`config.mk`:
```
export PLATFORM = sky130hd
export DESIGN_NAME = i2s_clk_gen
export DESIGN_NICKNAME = d
export VERILOG_FILES = /design/src/rtl/i2s_clk_gen.sv
export SDC_FILE = /design/constraint.sdc
export NUM_CORES = 1
export LEC_CHECK = 0
export ABC_AREA = 1
export BUFFER_PORTS_ARGS = -buffer_cell sky130_fd_sc_hd__buf_2
export CAP_MARGIN = 25
export CORE_ASPECT_RATIO = 2
export CORE_MARGIN = 2
export CORE_UTILIZATION = 37
export DETAILED_ROUTE_END_ITERATION = 16
export PLACE_DENSITY = 0.61
export SLEW_MARGIN = 20
export SYNTH_ARGS = -nofsm -noshare
export SYNTH_HDL_FRONTEND = slang
export SYNTH_SLANG_ARGS = --single-unit
```
`constraint.sdc`:
```
create_clock -name clk -period 2.66 [get_ports clk]
set_input_delay 0.665 -clock clk [delete_from_list [all_inputs] [get_ports clk]]
set_output_delay 0.665 -clock clk [all_outputs]
set_load 0.02 [all_outputs]
```
`src/rtl/i2s_clk_gen.sv`:
```
// I2S BCLK/LRCK/reset generator with frame-aligned divider reload.
// Optional MCLK output when I2S_MCLK_OUT_EN is defined.
module i2s_clk_gen #(
  parameter int unsigned DIV_W    = 8,
  parameter int unsigned DEF_DIV  = 34,
  parameter int unsigned SLOT_W   = 32,
  parameter int unsigned RST_HOLD = 4
`ifdef I2S_MCLK_OUT_EN
  ,
  parameter int unsigned MCLK_DIV = 0
`endif
) (
  input  logic             clk,
  input  logic             rst,
  input  logic             en,
  input  logic             div_ld,
  input  logic [DIV_W-1:0] div_val,
  output logic             bclk,
  output logic             bclk_rise,
  output logic             bclk_fall,
  output logic             lrck,
  output logic             frame_start,
  output logic             i2s_rst_n,
  output logic [DIV_W-1:0] div_cur
`ifdef I2S_MCLK_OUT_EN
  ,
  output logic             mclk
`endif
);

  localparam int BW = (SLOT_W > 1) ? $clog2(SLOT_W) : 1;
  localparam int HW = (RST_HOLD > 1) ? $clog2(RST_HOLD) : 1;
  localparam logic [BW-1:0] SLOT_LAST = BW'(SLOT_W - 1);
  localparam logic [HW-1:0] HOLD_LAST = HW'(RST_HOLD - 1);

  typedef enum logic [1:0] {
    S_IDLE,
    S_HOLD,
    S_RUN,
    S_STOP
  } state_e;

  state_e           state_q, state_d;
  logic [DIV_W-1:0] div_cnt_q, div_cnt_d;
  logic [DIV_W-1:0] div_cur_q, div_cur_d;
  logic [DIV_W-1:0] pend_q, pend_d;
  logic             pend_vld_q, pend_vld_d;
  logic [BW-1:0]    bit_cnt_q, bit_cnt_d;
  logic [HW-1:0]    hold_cnt_q, hold_cnt_d;
  logic             bclk_q, bclk_d;
  logic             rise_q, rise_d;
  logic             fall_q, fall_d;
  logic             lrck_q, lrck_d;
  logic             fs_q, fs_d;
  logic             rstn_q, rstn_d;

  logic run, tick, bfall;
  logic slot_end, frame_end, go_idle;

`ifdef I2S_MCLK_OUT_EN
  localparam int MW = (MCLK_DIV > 0) ? $clog2(MCLK_DIV + 1) : 1;
  localparam logic [MW-1:0] MC_LAST = MW'(MCLK_DIV);
  logic [MW-1:0] mcnt_q, mcnt_d;
  logic          mclk_q, mclk_d;
`endif

  always_comb begin
    state_d    = state_q;
    div_cnt_d  = div_cnt_q;
    div_cur_d  = div_cur_q;
    pend_d     = pend_q;
    pend_vld_d = pend_vld_q;
    bit_cnt_d  = bit_cnt_q;
    hold_cnt_d = hold_cnt_q;
    bclk_d     = bclk_q;
    rise_d     = 1'b0;
    fall_d     = 1'b0;
    lrck_d     = lrck_q;
    fs_d       = 1'b0;
    rstn_d     = rstn_q;
    go_idle    = 1'b0;

    run       = (state_q != S_IDLE);
    tick      = (div_cnt_q == div_cur_q);
    bfall     = run && tick && bclk_q;
    slot_end  = bfall && (bit_cnt_q == SLOT_LAST);
    frame_end = slot_end && lrck_q;

    if (run) begin
      div_cnt_d = tick ? '0 : div_cnt_q + 1'b1;
      if (tick) bclk_d = ~bclk_q;
      rise_d = tick && !bclk_q;
      fall_d = bfall;
      if (bfall) bit_cnt_d = slot_end ? '0 : bit_cnt_q + 1'b1;
      if (slot_end) lrck_d = ~lrck_q;
      fs_d = frame_end;
    end

    // Old pending value lands first; a load in this cycle waits a frame.
    if (frame_end && pend_vld_q) begin
      div_cur_d  = pend_q;
      pend_vld_d = 1'b0;
    end
    if (div_ld) begin
      if (run) begin
        pend_d     = div_val;
        pend_vld_d = 1'b1;
      end else begin
        div_cur_d = div_val;
      end
    end

    unique case (state_q)
      S_IDLE: begin
        if (en) begin
          state_d = S_HOLD;
          fs_d    = 1'b1;
        end
      end
      S_HOLD: begin
        if (!en) begin
          go_idle = 1'b1;
        end else if (bfall) begin
          hold_cnt_d = hold_cnt_q + 1'b1;
          if (hold_cnt_q == HOLD_LAST) begin
            state_d = S_RUN;
            rstn_d  = 1'b1;
          end
        end
      end
      S_RUN: begin
        if (!en) state_d = S_STOP;
      end
      S_STOP: begin
        if (en) state_d = S_RUN;
        else if (frame_end) go_idle = 1'b1;
      end
      default: state_d = S_IDLE;
    endcase

    // Entering IDLE settles any pending divider; an IDLE-style load wins.
    if (go_idle) begin
      state_d    = S_IDLE;
      div_cnt_d  = '0;
      bit_cnt_d  = '0;
      hold_cnt_d = '0;
      bclk_d     = 1'b0;
      rise_d     = 1'b0;
      fall_d     = 1'b0;
      lrck_d     = 1'b0;
      fs_d       = 1'b0;
      rstn_d     = 1'b0;
      if (pend_vld_q) div_cur_d = pend_q;
      if (div_ld) div_cur_d = div_val;
      pend_vld_d = 1'b0;
    end

`ifdef I2S_MCLK_OUT_EN
    mcnt_d = mcnt_q;
    mclk_d = mclk_q;
    if (run) begin
      if (mcnt_q == MC_LAST) begin
        mcnt_d = '0;
        mclk_d = ~mclk_q;
      end else begin
        mcnt_d = mcnt_q + 1'b1;
      end
    end
    if (go_idle) begin
      mcnt_d = '0;
      mclk_d = 1'b0;
    end
`endif
  end

  always_ff @(posedge clk) begin
    if (rst) begin
      state_q    <= S_IDLE;
      div_cnt_q  <= '0;
      div_cur_q  <= DIV_W'(DEF_DIV);
      pend_q     <= '0;
      pend_vld_q <= 1'b0;
      bit_cnt_q  <= '0;
      hold_cnt_q <= '0;
      bclk_q     <= 1'b0;
      rise_q     <= 1'b0;
      fall_q     <= 1'b0;
      lrck_q     <= 1'b0;
      fs_q       <= 1'b0;
      rstn_q     <= 1'b0;
    end else begin
      state_q    <= state_d;
      div_cnt_q  <= div_cnt_d;
      div_cur_q  <= div_cur_d;
      pend_q     <= pend_d;
      pend_vld_q <= pend_vld_d;
      bit_cnt_q  <= bit_cnt_d;
      hold_cnt_q <= hold_cnt_d;
      bclk_q     <= bclk_d;
      rise_q     <= rise_d;
      fall_q     <= fall_d;
      lrck_q     <= lrck_d;
      fs_q       <= fs_d;
      rstn_q     <= rstn_d;
    end
  end

`ifdef I2S_MCLK_OUT_EN
  always_ff @(posedge clk) begin
    if (rst) begin
      mcnt_q <= '0;
      mclk_q <= 1'b0;
    end else begin
      mcnt_q <= mcnt_d;
      mclk_q <= mclk_d;
    end
  end

  assign mclk = mclk_q;
`endif

  assign bclk        = bclk_q;
  assign bclk_rise   = rise_q;
  assign bclk_fall   = fall_q;
  assign lrck        = lrck_q;
  assign frame_start = fs_q;
  assign i2s_rst_n   = rstn_q;
  assign div_cur     = div_cur_q;

endmodule
```
==> impl_metrics.py, run 1 <==
metrics = {
    "run_status": {
        "status": "finished clean",
    },
    "pwr": {
        "p_int_mw": 0.887,
        "swShare_pct": 31.1,
        "p_clk_share_pct": 30.6,
        "p_comb_share_pct": 18.3,
        "switchingPower_mw": 0.401,
        "p_leak_nw": 1.07,
        "total_power_mw": 1.29,
        "peakVddDrop_v": 0.000364,
        "power_frac_seq_pct": 51.2,
        "p_per_area_mw_per_mm2": 540,
    },
    "critical_path": {
        "crit_path_start_kind": "flop",
        "worstSetupPathType": "reg -> reg",
        "cp_max_fo": 11,
        "path_cells": "ha_1 > nand2_1 > nor2_1 > ha_1 > nand4_4 > nand2_2 > nand2_2 > inv_2 > nor2_2 > nand2_1 > nor3b_1",
        "worstPathArrival_ns": 2.59,
        "crit_required_ns": 2.89,
        "cp_top_family": "simple AND/OR/NAND/NOR gates",
        "crit_buf_inv": 1,
        "worst_path_max_delay_cell": "nor2_2",
        "crit_path_max_incr_delay_ns": 0.40,
        "crit_path_end_kind": "flop",
    },
    "floorplan": {
        "die_area_mm2": 0.00630,
        "core_mm2": 0.00542,
        "die_x_um": 57.2,
        "start_util_pct": 38.6,
        "num_io_pins": 26,
        "fp-row-count": 38,
        "dieHeight_um": 110,
    },
    "sta": {
        "fin_crit_ns": 2.35,
        "tightest_slew_ns": 0.560,
        "finalSetupViolations": 0,
        "rsz0062_at_grt": "false",
        "layout_worst_path_cycle_share_pct": 88.5,
        "timing.final.ws_setup_ns": 0.307,
        "tns_ns": 0,
        "hold_viol_final": 0,
        "slew_viol_final": 0,
        "max_freq_mhz": 425,
        "max_slew_margin_pct": 62.3,
        "clock_skew_ns": 0.00877,
    },
    "synthesis": {
        "synthTopCellsByCount": "80 x nand2_1, 43 x nor2_1, 40 x dfxtp_1",
        "synthCells": 303,
        "synthesis.nets": 319,
        "syn_area_per_cell_um2": 6.90,
        "synth_ff_type": "dfxtp_1",
        "yosysMostFrequentCell": "nand2_1",
        "synth_top_area_cell": "dfxtp_1",
        "synth_edf_count": 0,
        "synth.top_cell.area_share_pct": 38.3,
        "synth_cell_types": 37,
        "ys_ff_latch": 40,
        "synth_area_mm2": 0.00209,
        "ys_warn_count": 0,
        "yosys-top-cells-area": "dfxtp_1 38%, nand2_1 14%, nor2_1 7.7%",
        "async_flop_share_pct": 0,
        "ys_seq_area_share_pct": 38.3,
    },
    "hold_path": {
        "hp-class": "reg -> reg",
    },
    "grt": {
        "grt_pass1_vias": 1964,
        "grtUsageTotal_pct": 20.0,
        "grt_start_max_net_pins": 13,
        "antenna_found_initial": 0,
        "overflow": 0,
        "grt_pass1_wl_um": 9250,
        "grtUsageMet3_pct": 3.97,
        "use_met1_pct": 18.1,
        "met2_usage_pct": 37.5,
        "grt-busiest-layer": "met2",
    },
    "clock_network": {
        "clk_pin_slew_worst_paths_ns": 0.08,
        "clkSinkCount": 40,
        "cts_hold_buffers": 0,
        "cts_resized": 0,
        "cts_tree": "built",
        "cts_setup_buffers": 0,
        "worst_skew_pair.late_latency_ns": 0.31,
        "cts_buffers": 5,
        "ctsLongestPathBuffers": 2,
        "h-tree-depth": 2,
        "clockRootBuffer": "clkbuf_8",
    },
    "place": {
        "dpl-instance-area_mm2": 0.00230,
        "pre_cts_ws_ns": 0.284,
        "portBuffers": 25,
        "dp_hpwl_um": 4540,
        "place.gp.congestion": 0.877,
    },
    "drt": {
        "drc": 0,
        "drt_iter0_drc": 36,
        "vias": 1989,
        "wl_per_cell_um": 14.3,
        "routed_via_density": 5.04,
        "wl_um": 5650,
        "final_antenna_net_count": 0,
        "drtPass1Iterations": 4,
    },
    "layout": {
        "postLayoutCoreUtil_pct": 44.0,
        "drive_gt1_share_pct": 17.0,
        "nets": 351,
        "design_area_mm2": 0.00238,
        "insertedDiodeCount": 0,
        "area_delta_synth_final_pct": 14.1,
    },
    "flow_run": {
        "maxCapViolCount": 0,
    },
}
[routing by layer]
layer / part of all wire [%] / up-vias / wire length [um]
met1: 35 / 897 / 1990
met2: 56 / 37 / 3160
li1: - / 1038 / -
met4: 5.8 / 0 / 330
met3: 3.0 / 17 / 167
met5: 0 / - / 0
[layout by cell type (no fill, tap or decap), types with 3 or more instances in the layout]
cell,instances
nand2_1,80
nor2_1,43
dfxtp_1,40
inv_1,25
buf_2,25
a21oi_1,21
nand3_1,17
o21ai_0,11
buf_4,6
xor2_1,5
clkbuf_8,5
nor2_2,4
xnor2_1,4
inv_2,4
nor3_1,4
a211oi_1,4
ha_1,4
clkinv_1,3
nand4_1,3
[sequential cells by signal (all words and copies together) (netlist names)]
name         count
hold_cnt_q       2
div_cnt_q        8
frame_start      1
pend_vld_q       1
bit_cnt_q        5
bclk_rise        1
i2s_rst_n        1
div_cur          8
bclk             1
lrck             1
bclk_fall        1
state_q          2
pend_q           8
[logic make-up after synthesis]
logic type	count (synthesis)	share of synthesized area [%]
flops	40	38.3
simple gates	167	36.1
buf+inv	39	7.60
xor+xnor	9	3.77
compound gates	44	11.8
fa+ha+maj	4	2.39
[power by group through the flow]
stage | Sequential, mW | Clock [mW] | Combinational (mW)
global placement | 0.674 | 0 | 0.236
CTS | 0.660 | 0.409 | 0.238
finish | 0.659 | 0.394 | 0.235
global route | 0.663 | 0.426 | 0.268
detailed placement | 0.674 | 0 | 0.238
floorplan | 0.680 | 0 | 0.149
[path summary, 6_finish.rpt]
path | endpoint | startpoint | slack [ns] | cells past startpoint
min reg2reg | i2s_rst_n$_SDFFE_PP0P_ | i2s_rst_n$_SDFFE_PP0P_ | 0.48 | 1
min | i2s_rst_n$_SDFFE_PP0P_ | i2s_rst_n$_SDFFE_PP0P_ | 0.48 | 1
max reg2reg | div_cnt_q[5]$_SDFFE_PP0N_ | bit_cnt_q[0]$_SDFFE_PP0P_ | 0.31 | 11
max | div_cnt_q[5]$_SDFFE_PP0N_ | bit_cnt_q[0]$_SDFFE_PP0P_ | 0.31 | 11
[per-stage QoR]
step           hold WS (ns)  cells
2_1_floorplan         0.442    303
3_3_place_gp          0.457    388
3_5_place_dp          0.461    388
4_1_cts               0.478    395
5_1_grt               0.504    395
6_report              0.477    395
[area by class of cell]
| type | instances | area (um2) |
|---|---|---|
| multi-input cells | 224 | 1130 |
| clock inverters | 2 | 12.5 |
| well taps | 60 | 75.1 |
| fillers | 596 | 3040 |
| inverters | 33 | 126 |
| flip-flops and latches | 40 | 801 |
| clock buffers | 5 | 68.8 |
| repair buffers | 31 | 170 |
(Power assumes the default switching activity.)
==> run 2, diff against run 1 <==
--- a/config.mk
+++ b/config.mk
@@ -6,13 +6,13 @@
 export NUM_CORES = 1
 export LEC_CHECK = 0
 export ABC_AREA = 1
+export ABC_CLOCK_PERIOD_IN_PS = 2660
 export BUFFER_PORTS_ARGS = -buffer_cell sky130_fd_sc_hd__buf_2
 export CAP_MARGIN = 25
 export CORE_ASPECT_RATIO = 2
 export CORE_MARGIN = 2
 export CORE_UTILIZATION = 37
 export DETAILED_ROUTE_END_ITERATION = 16
-export PLACE_DENSITY = 0.61
 export SLEW_MARGIN = 20
 export SYNTH_ARGS = -nofsm -noshare
 export SYNTH_HDL_FRONTEND = slang
==> run 2 against run 1 <==
Effect of this change:
- first-iteration DRC count up 53%
- routed wire length is 1.0% higher
- flip-flop and latch count is the same
- count of clock-buffer cells in the layout unchanged
- final area increased by 2.6%
- global-route usage is 0.42 points lower
- worst hold slack worse by 0.0047 ns
- critical path type unchanged
==> impl_metrics.py, run 2 (synthesized netlist as in run 1, its figures left out) <==
metrics = {
    "drt": {
        "wl_met2_um": 3130,
        "routed.top_layer": "met4",
        "vias": 2059,
        "drc": 0,
        "wl_met1_um": 2000,
        "wl_per_cell_um": 14.5,
        "routed_via_density": 5.23,
        "dr_wl_met3_um": 262,
        "drtPass1Iterations": 4,
        "wl_um": 5710,
        "final_antenna_net_count": 0,
        "drt_iter0_drc": 55,
    },
    "grt": {
        "grt_pass1_vias": 1983,
        "grt_pass1_wl_um": 9320,
        "antenna_found_initial": 0,
        "grtUsageTotal_pct": 19.6,
        "grt_start_max_net_pins": 14,
        "overflow": 0,
    },
    "sta": {
        "finalSetupViolations": 0,
        "tightest_slew_ns": 0.551,
        "fin_crit_ns": 2.24,
        "rsz0062_at_grt": "false",
        "tns_ns": 0,
        "hold_viol_final": 0,
        "slew_viol_final": 0,
        "max_slew_margin_pct": 63.2,
        "layout_worst_path_cycle_share_pct": 84.0,
        "max_freq_mhz": 447,
        "timing.final.ws_setup_ns": 0.425,
        "clock_skew_ns": 0.00519,
    },
    "layout": {
        "area_delta_synth_final_pct": 17.1,
        "postLayoutCoreUtil_pct": 45.2,
        "final_cell_mix": "80 x nand2_1, 43 x nor2_1, 40 x dfxtp_1",
        "nets": 349,
        "insertedDiodeCount": 0,
        "drive_gt1_share_pct": 16.8,
        "final_common_cell": "nand2_1",
    },
    "critical_path": {
        "crit_path_frequent_cell": "nor2_2",
        "cp_max_fo": 13,
        "r2r_setup_slack_ns": 0.42,
        "crit_path_start_kind": "flop",
        "r2r-start": "state_q[1]$_SDFFE_PP0P_",
        "reg2regPathDepth": 11,
        "worstPathArrival_ns": 2.45,
        "worst_path_max_delay_cell": "nor2_2",
        "crit_required_ns": 2.87,
        "worstSetupPathType": "reg -> reg",
        "rr_endpoint": "div_cnt_q[5]$_SDFFE_PP0N_",
        "crit_path_max_incr_delay_ns": 0.44,
        "path_cells": "nor2_2 > nor2_2 > nand3_2 > nor2_4 > nand4_4 > nand2_2 > nand2_2 > inv_2 > nor2_2 > nand2_1 > nor3b_1",
        "crit_path_end_kind": "flop",
    },
    "run_status": {
        "status": "finished clean",
    },
    "clock_network": {
        "cts_tree": "built",
        "cts_hold_buffers": 0,
        "h-tree-depth": 2,
        "clockRootBuffer": "clkbuf_8",
        "clkSinkCount": 40,
        "clk_pin_slew_worst_paths_ns": 0.08,
        "ctsLongestPathBuffers": 2,
        "cts_buffers": 5,
        "worst_skew_pair.late_latency_ns": 0.29,
        "cts_resized": 0,
        "cts_setup_buffers": 0,
    },
    "floorplan": {
        "start_util_pct": 38.6,
        "die_x_um": 57.2,
        "die_area_mm2": 0.00630,
        "core_mm2": 0.00542,
        "dieHeight_um": 110,
        "num_io_pins": 26,
        "fp-row-count": 38,
    },
    "place": {
        "place.gp.congestion": 0.899,
        "portBuffers": 25,
        "pre_cts_ws_ns": 0.440,
        "dp_hpwl_um": 4470,
    },
    "pwr": {
        "p_clk_share_pct": 43.6,
        "power_frac_seq_pct": 41.8,
        "p_int_mw": 1.17,
        "p_per_area_mw_per_mm2": 647,
        "switchingPower_mw": 0.410,
        "swShare_pct": 25.9,
        "p_comb_share_pct": 14.6,
        "p_leak_nw": 1.09,
        "peakVddDrop_v": 0.000664,
    },
    "hold_path": {
        "min_to": "bit_cnt_q[4]$_SDFFE_PP0P_",
        "hp-class": "reg -> reg",
        "hold_path_depth": 2,
        "hold_start": "bit_cnt_q[4]$_SDFFE_PP0P_",
    },
    "flow_run": {
        "maxCapViolCount": 0,
    },
}
run 2: cell types whose count changed in the layout (fill, tap and decap cells not counted):
cell,change
clkinv_2,-1
buf_4,-2
bufinv_16,+3
clkinvlp_4,-1
run 2: critical path, delay by kind of cell (launching register included):
kind | cells | cell delay [ns]
simple gates | 10 | 1.72
buf+inv | 1 | 0.08
flops | 1 | 0.35
run 2: how the worst max path moves through the flow:
stage / from / to / slack [ns] / cells past startpoint
finish: state_q[1]$_SDFFE_PP0P_ / div_cnt_q[5]$_SDFFE_PP0N_ / 0.42 / 11
global route: state_q[1]$_SDFFE_PP0P_ / div_cnt_q[5]$_SDFFE_PP0N_ / 0.23 / 11
CTS: state_q[1]$_SDFFE_PP0P_ / div_cnt_q[5]$_SDFFE_PP0N_ / 0.42 / 11
detailed placement: state_q[1]$_SDFFE_PP0P_ / div_cnt_q[5]$_SDFFE_PP0N_ / 0.44 / 11
global placement: state_q[1]$_SDFFE_PP0P_ / bclk_rise$_SDFF_PP0_ / 0.50 / 12
floorplan: div_ld / div_cur[3]$_SDFF_PP0_ / 0.72 / 9
run 2: cell type report:
class                           instances  area, um2
Fill cell                             576       2970
Multi-Input combinational cell        224       1130
Sequential cell                        40        801
Timing Repair Buffer                   29        155
Inverter                               33        126
Clock inverter                          3       90.1
Tap cell                               60       75.1
Clock buffer                            5       68.8
run 2: power groups by stage:
stage	Combinational [mW]	Clock (mW)	Sequential (mW)
floorplan	0.149	0	0.680
finish	0.232	0.691	0.662
detailed placement	0.230	0	0.676
global placement	0.229	0	0.675
CTS	0.232	0.701	0.662
global route	0.262	0.724	0.666
run 2: per-layer routing:
| layer | up-vias | global-route usage (%) |
|---|---|---|
| met4 | 0 | 13.0 |
| met2 | 66 | 36.4 |
| met1 | 929 | 19.0 |
| met5 | - | 0 |
| met3 | 25 | 3.73 |
| li1 | 1039 | - |
run 2: through the flow:
step                power [mW]  instance area [um2]  hold WS, ns  std cells
global placement         0.904                 2290        0.454        386
global route              1.65                 2450        0.495        394
detailed placement       0.906                 2290        0.459        386
floorplan                0.828                 2090        0.442        303
CTS                       1.59                 2450        0.472        394
finish                    1.58                 2450        0.473        394
